## src/rtl/mem_types_pkg.sv

```systemverilog
// Shared memory-side types: RAM handshake state, data word, arbiter state/grant codes
// and the packed command that the arbiter presents to the RAM.
package mem_types_pkg;

  localparam int unsigned WORD_W = 32;

  typedef logic [WORD_W-1:0] word_t;

  typedef enum logic [1:0] {
    FREE   = 2'd0,
    BUSY   = 2'd1,
    ACCESS = 2'd2,
    ERROR  = 2'd3
  } ramstate_t;

  // Arbiter FSM encoding kept as plain constants for older tools that consume it.
  typedef logic [1:0] arb_state_t;
  localparam arb_state_t IDLE    = 2'd0;
  localparam arb_state_t SERVE_I = 2'd1;
  localparam arb_state_t SERVE_D = 2'd2;
  localparam arb_state_t RESP    = 2'd3;

  typedef logic arb_grant_t;
  localparam arb_grant_t ICACHE = 1'b0;
  localparam arb_grant_t DCACHE = 1'b1;

  // Command held on the RAM port for the whole serve window.
  typedef struct packed {
    logic  ren;
    logic  wen;
    word_t addr;
    word_t store;
  } mem_cmd_t;

endpackage

```

## src/rtl/rr_arbiter2.sv

```systemverilog
// Two-way arbiter between icache and dcache: combinational grant, registered last
// winner for round-robin tie breaking, optional fixed dcache priority.
module rr_arbiter2
  import mem_types_pkg::*;
#(
  parameter bit FIXED_DPRIO = 1'b0
) (
  input  logic       clk,
  input  logic       rst,
  input  logic       req_icache,
  input  logic       req_dcache,
  input  logic       update,
  output logic       any_c,
  output arb_grant_t grant_c
);

  arb_grant_t last_grant;

  assign any_c = req_icache | req_dcache;

  // Pick a winner; on a tie either dcache is forced or the previous loser goes next.
  always_comb begin
    grant_c = ICACHE;
    if (req_dcache && !req_icache) begin
      grant_c = DCACHE;
    end else if (req_dcache && req_icache) begin
      grant_c = (FIXED_DPRIO || (last_grant == ICACHE)) ? DCACHE : ICACHE;
    end
  end

  // Remember who was granted last; reset favours dcache on the first tie.
  always_ff @(posedge clk) begin
    if (rst) begin
      last_grant <= ICACHE;
    end else if (update && any_c) begin
      last_grant <= grant_c;
    end
  end

endmodule

```

## src/rtl/mem_arbiter.sv

```systemverilog
// Icache/dcache to RAM controller: grants one requester at a time, holds the RAM
// command until ACCESS/ERROR or watchdog expiry, then returns data with a done pulse.
module mem_arbiter
  import mem_types_pkg::*;
#(
  parameter bit          FIXED_DPRIO    = 1'b0,
  parameter int unsigned TIMEOUT_CYCLES = 1024,
  parameter int unsigned CNT_W          = 11
) (
  input  logic      CLK,
  input  logic      RST,
  input  logic      i_req,
  input  word_t     i_addr,
  output logic      i_done,
  output word_t     i_load,
  input  logic      d_ren,
  input  logic      d_wen,
  input  word_t     d_addr,
  input  word_t     d_store,
  output logic      d_done,
  output word_t     d_load,
  output logic      err,
  output logic      memREN,
  output logic      memWEN,
  output word_t     memaddr,
  output word_t     memstore,
  input  ramstate_t ramstate,
  input  word_t     ramload
);

  localparam bit               TO_EN   = (TIMEOUT_CYCLES != 0);
  localparam logic [CNT_W-1:0] TO_LAST = CNT_W'(TIMEOUT_CYCLES - 32'd1);

  arb_state_t       state;
  arb_state_t       state_nxt;
  logic [CNT_W-1:0] cnt;
  logic [CNT_W-1:0] cnt_nxt;
  mem_cmd_t         cmd;
  mem_cmd_t         cmd_nxt;
  logic             i_done_nxt;
  logic             d_done_nxt;
  word_t            i_load_nxt;
  word_t            d_load_nxt;
  logic             err_nxt;
  logic             grant_en_c;
  logic             any_c;
  arb_grant_t       grant_c;
  logic             timeout_c;

  rr_arbiter2 #(
    .FIXED_DPRIO(FIXED_DPRIO)
  ) u_arb (
    .clk       (CLK),
    .rst       (RST),
    .req_icache(i_req),
    .req_dcache(d_ren | d_wen),
    .update    (grant_en_c),
    .any_c     (any_c),
    .grant_c   (grant_c)
  );

  assign timeout_c = TO_EN && (cnt == TO_LAST);

  // Next state and next registered outputs.
  always_comb begin
    state_nxt  = state;
    cnt_nxt    = '0;
    cmd_nxt    = cmd;
    i_done_nxt = 1'b0;
    d_done_nxt = 1'b0;
    i_load_nxt = '0;
    d_load_nxt = '0;
    err_nxt    = 1'b0;
    grant_en_c = 1'b0;
    case (state)
      IDLE: begin
        cmd_nxt = '0;
        if (any_c) begin
          grant_en_c = 1'b1;
          if (grant_c == DCACHE) begin
            // A write wins over a simultaneous read request.
            state_nxt     = SERVE_D;
            cmd_nxt.addr  = d_addr;
            cmd_nxt.wen   = d_wen;
            cmd_nxt.ren   = ~d_wen;
            cmd_nxt.store = d_wen ? d_store : '0;
          end else begin
            state_nxt    = SERVE_I;
            cmd_nxt.addr = i_addr;
            cmd_nxt.ren  = 1'b1;
          end
        end
      end
      SERVE_I, SERVE_D: begin
        cnt_nxt = cnt + CNT_W'(1);
        if ((ramstate == ACCESS) || (ramstate == ERROR) || timeout_c) begin
          // Completion has priority over the watchdog; anything but ACCESS is an error.
          state_nxt = RESP;
          cmd_nxt   = '0;
          cnt_nxt   = '0;
          err_nxt   = (ramstate != ACCESS);
          if (state == SERVE_I) begin
            i_done_nxt = 1'b1;
            if (ramstate == ACCESS) i_load_nxt = ramload;
          end else begin
            d_done_nxt = 1'b1;
            if ((ramstate == ACCESS) && cmd.ren) d_load_nxt = ramload;
          end
        end
      end
      RESP: begin
        state_nxt = IDLE;
        cmd_nxt   = '0;
      end
      default: begin
        state_nxt = IDLE;
        cmd_nxt   = '0;
      end
    endcase
  end

  // State, watchdog and output registers.
  always_ff @(posedge CLK) begin
    if (RST) begin
      state  <= IDLE;
      cnt    <= '0;
      cmd    <= '0;
      i_done <= 1'b0;
      d_done <= 1'b0;
      i_load <= '0;
      d_load <= '0;
      err    <= 1'b0;
    end else begin
      state  <= state_nxt;
      cnt    <= cnt_nxt;
      cmd    <= cmd_nxt;
      i_done <= i_done_nxt;
      d_done <= d_done_nxt;
      i_load <= i_load_nxt;
      d_load <= d_load_nxt;
      err    <= err_nxt;
    end
  end

  assign memREN   = cmd.ren;
  assign memWEN   = cmd.wen;
  assign memaddr  = cmd.addr;
  assign memstore = cmd.store;

endmodule
```

## config.mk

```make
export PLATFORM = sky130hd
export DESIGN_NAME = mem_arbiter
export DESIGN_NICKNAME = d
export VERILOG_FILES = /design/src/rtl/mem_types_pkg.sv /design/src/rtl/rr_arbiter2.sv /design/src/rtl/mem_arbiter.sv
export SDC_FILE = /design/constraint.sdc
export NUM_CORES = 1
export LEC_CHECK = 0
export CAP_MARGIN = 10
export CORE_ASPECT_RATIO = 0.5
export CORE_MARGIN = 8
export CORE_UTILIZATION = 39
export CTS_BUF_LIST = sky130_fd_sc_hd__clkbuf_8 sky130_fd_sc_hd__clkbuf_16
export DETAILED_ROUTE_END_ITERATION = 8
export PLACE_DENSITY_LB_ADDON = 0.2
export SYNTH_ARGS = -nofsm -noshare
export SYNTH_HDL_FRONTEND = slang
export SYNTH_HIERARCHICAL = 1
export SYNTH_SLANG_ARGS = --single-unit
```

## constraint.sdc

```tcl
create_clock -name CLK -period 2.7 [get_ports CLK]
set_clock_uncertainty 0.15 [all_clocks]
set_input_delay 0.54 -clock CLK [delete_from_list [all_inputs] [get_ports CLK]]
set_output_delay 0.54 -clock CLK [all_outputs]
set_load 0.01 [all_outputs]
```

==> After elaboration in Yosys (flattened, before gate mapping) <==
Cells that the tools add are included.
{ "classes": {"eq_ne": 9, "bitwise": 8, "addsub": 1, "muxes": 19, "reduce_logical": 14} }
{ "ops": {"columns": ["op", "n"], "rows": [
  ["66-bit case mux with 3 select lines", 1],
  ["66-bit two-way mux", 2],
  ["32-bit two-way mux", 3],
  ["11-bit by 1-bit adder with 11-bit output, second input constant", 1],
  ["11-bit by 10-bit equality test with 1-bit output, second input constant", 1],
  ["5-bit OR reduction", 2],
  ["1-bit two-way mux", 9],
  ["2-bit equality test, second input constant", 4],
  ["2-bit two-way mux", 3],
  ["1-bit NOT", 6],
  ["2-bit case mux with 3 select lines", 1],
  ["3-bit OR reduction", 2],
  ["1-bit logical AND", 4],
  ["2-bit inequality test, second input constant", 2],
  ["2-bit by 1-bit equality test with 1-bit output, second input constant", 1],
  ["2-bit zero test", 1],
  ["1-bit logical OR", 2],
  ["2-bit by 1-bit inequality test with 1-bit output, second input constant", 1],
  ["1-bit bitwise OR", 2],
  ["2-bit AND reduction", 1],
  ["2-bit OR reduction", 1],
  ["1-bit zero test", 1]
]} }
{ "word_totals": {"wordCells": 63, "register_bits": 147} }

==> Depth between registers and ports, before layout <==
{ "logic_depth": {"depth_word": 7, "depth_mapped": 7, "ltp_nobuf": 6} }

==> By module <==
The synthesis kept the hierarchy.
{ "modules_own_cells": {"columns": ["module", "cells_each", "area_each_um2", "n_inst", "seq_area_each_um2"], "rows": [
  ["mem_arbiter", 472, 5071.1, 1, 2922.8],
  ["rr_arbiter2", 6, 60.1, 1, 20.0]
]} }

==> Worst setup path before layout <==
No wires, ideal clock.
{ "synth_timing": {"kind": "input -> register", "start": "input d_wen", "end": "register cmd, in the netlist memaddr[23]", "setup_ns": 0.129, "required_time_ns": 2.421, "arrival_time_ns": 1.888, "setup_slack_ns": 0.533, "stages": 7, "cell_sequence": "or2_2 > a21boi_0 > clkbuf_1 > buf_1 > mux2_2 > nand3_1 > o21ai_0"} }
{ "synth_between": {"elab_chain_cells": 7, "elab_cells_between_ends": 9, "classes_between": "mux: 5; bitwise: 2; reduce/logical: 2"} }
{ "synth_lines": {"columns": ["element", "line_no", "source"], "rows": [
  ["start, declared", "mem_arbiter.sv:17", "input logic d_wen,"],
  ["1-bit bitwise OR *", "mem_arbiter.sv:56", ".req_dcache(d_ren | d_wen),"],
  ["1-bit logical AND", "rr_arbiter2.sv:26", "end else if (req_dcache && req_icache) begin"],
  ["1-bit two-way mux", "rr_arbiter2.sv:26", null],
  ["1-bit two-way mux *", "rr_arbiter2.sv:24", "if (req_dcache && !req_icache) begin"],
  ["via grant_c", "mem_arbiter.sv:47", "arb_grant_t grant_c;"],
  ["32-bit two-way mux *", "mem_arbiter.sv:80", "if (grant_c == DCACHE) begin"],
  ["66-bit two-way mux *", "mem_arbiter.sv:78", "if (any_c) begin"],
  ["66-bit case mux with 3 select lines *", "mem_arbiter.sv:75", "case (state)"],
  ["end signal, assigned", "mem_arbiter.sv:136", "cmd <= cmd_nxt;"],
  ["end, declared", "mem_arbiter.sv:38", "mem_cmd_t cmd;"]
]} }
The timed path passes the listed nets; every way through them passes the cells marked *.
A chain may end at the register's enable or synchronous reset.

==> Final worst setup path <==
{ "layout_timing": {"start": "register cnt[0]", "end": "register cmd, in the netlist memaddr[8]"} }
{ "layout_between": {"elab_chain_cells": 3} }
{ "layout_lines": {"columns": ["element", "line_no", "source"], "rows": [
  ["start, declared", "mem_arbiter.sv:36", "logic [CNT_W-1:0] cnt;"],
  ["start signal, assigned", "mem_arbiter.sv:135", "cnt <= cnt_nxt;"],
  ["11-bit by 10-bit equality test with 1-bit output", "mem_arbiter.sv:62", "assign timeout_c = TO_EN && (cnt == TO_LAST);"],
  ["1-bit logical OR", "mem_arbiter.sv:96", "if ((ramstate == ACCESS) || (ramstate == ERROR) || timeout_c) begin"],
  ["2-bit inequality test (no source line)", null, null]
]} }
No other way between the ends.

==> metrics <==
status completed; grt ovf 0; CTS root buffer clkbuf_16; Via Count 4316; RSZ-0062 raised after global routing false; Post-Syn Instances 478; RePlAce Congestion 0.749; CP max FO 33; initial antenna violation count 0; most frequent cells in the layout clkdlybuf4s50_1, dfxtp_1, and2_1, nand2_1, o21ai_0; CTS tree done; Critical Path RT 2.88 ns; synthesized cell area 5130 um2; type of the setup path with the least slack flip-flop to flip-flop; Fin Setup TNS 0 ns; startpoint types flip-flop; crit path time final 2.41 ns; clk sinks 147; syn avg cell area 10.7 um2; die width 178 um; most common flop cell mapped by yosys dfxtp_1; ranking of synthesized cells by area dfxtp_1, and2_1, mux2_2; crit-path max cell delay 0.99 ns; share of cells above drive strength 1 15.0%; CTS H-tree lvls 4; Post-CTS Setup Inserts 0; total inserted antenna cells 0; number of hold buffers added after CTS 0; period utilization 89.4%; slowest CP cell o311ai_4; WL per Instance 16.7 um; largest net degree at the start of global routing 36; P_leak 3.27 nW; Max Cap Viol 0; port bufs 267; CTS max path bufs 2; Slew @ Worst Pin 1.13 ns; Die Y 97.1 um; die footprint 17300 um2; area added between synthesis and finish 68.1%; FMAX 0.414 GHz; Final setup viols 0; Pwr Total 6.36 mW; number of synthesized register bits 147; max_slew headroom 24.7%; post-cts sizing count 0; HPWL Detailed 11900 um; Worst EP arrival 2.60 ns; Final Max Slew Viols 0; Clock transition at path regs 0.06 ns; vias in the first global route 4541; Power Density 737 nW/um2; ys async rst share 0%; Layout Nets 885; Num CTS Buffers 17; first-pass iteration count of the detailed router 5; leading cell type in the layout, fill and taps excluded clkdlybuf4s50_1; Warnings, synthesis 6; num ports 268; crit-path cells ha_1 > nand3_4 > o311ai_4 > buf_12 > nand3_1 > o21ai_0; peak supply drop 0.515 mV; CP Capture Type flip-flop; GR Util All Layers 17.7%; row count 29; Final ANT Viol Nets 0; Starting DRT DRC Count 184; critical path's top delay family compound AO/OA/AOI/OAI gates; post-synth top area share 57.4%; CP bufs+invs 1; Vias per Instance 4.65; Final Hold Fails 0; Core Region 12800 um2; dominant cell type by area after synthesis dfxtp_1; Initial Utilization 40.2%; Post-synth EDFFs 0; clock latency on the worst-skew pair 0.40 ns; Post-Route WL 15500 um; worst min-delay path category flip-flop to flip-flop; first-pass GRT wire length 24400 um; Seq/Total Area, Yosys 57.4%; Synth Net Count 617; library cells used by synthesis 43; DRC Markers 0
## cell usage after synthesis, types with 2 or more instances
cell        n
dfxtp_1   147
and2_1     66
nand2_1    36
o21ai_0    35
nand3_1    34
mux2_2     31
a22o_2     26
clkbuf_1   25
nor2_1     19
xnor2_1     7
a22o_1      6
inv_1       6
ha_1        4
buf_6       3
and3_1      2
nand3b_1    2
nor3_1      2
or2_2       2
## final cells by class
cell class,count,area [um2]
Multi-Input combinational cell,294,2060
Fill cell,1015,4150
Clock buffer,17,425
Sequential cell,147,2940
Tap cell,170,213
Inverter,7,26.3
Timing Repair Buffer,279,2810
Clock inverter,15,150
## state kept, by name (all words and copies together) (netlist names)
name,flops
d_done,1
memaddr,32
u_arb/last_grant,1
memREN,1
memWEN,1
cnt,11
i_load,32
i_done,1
d_load,32
state,2
memstore,32
err,1
## through the flow
step                      utilization (%)  hold slack [ns]  area [um2]  cells  worst slack, ns
after floorplan                         -            0.280        5130    478            0.533
after global placement               63.0            0.283        8050    897            0.119
after detailed placement             63.0            0.301        8050    897           0.0296
after CTS                            67.5            0.310        8630    929            0.260
after global routing                 67.5            0.324        8630    929           0.0146
final                                67.5            0.304        8630    929            0.285
## path summary, 6_finish.rpt
path                    start     endpoint  slack, ns  depth (start not counted)
setup / recovery       cnt[0]   memaddr[8]       0.29                          6
hold / removal    memaddr[10]  memaddr[10]       0.30                          2
setup reg to reg       cnt[0]   memaddr[8]       0.29                          6
hold reg to reg   memaddr[10]  memaddr[10]       0.30                          2
## where the power goes
| group | switching [mW] | leakage, nW | internal (mW) |
|---|---|---|---|
| Sequential | 0.126 | 1.19 | 2.41 |
| Clock | 1.00 | 0.269 | 1.22 |
| Combinational | 0.720 | 1.81 | 0.880 |
## per-layer routing
metal,vias up,wire length (um),track usage [%]
met5,-,0,0
met4,0,206,5.05
met3,14,1560,7.84
met2,163,7530,30.5
met1,1960,6210,19.3
li1,2179,-,-
## cell families after synthesis
family          share of synthesized area (%)
simple gates                             18.3
flops                                    57.4
buf+inv                                  3.22
mux                                      7.00
xor+xnor                                 1.37
fa+ha+maj                               0.975
compound gates                           11.8
## worst reg2reg max path: stages, from the launching register on
cell and delay [ns]:
dfxtp_1 0.38, ha_1 0.26, nand3_4 0.15, o311ai_4 0.99, buf_12 0.25, nand3_1 0.08, o21ai_0 0.08
Note: power is estimated with default switching activity, not from simulation.
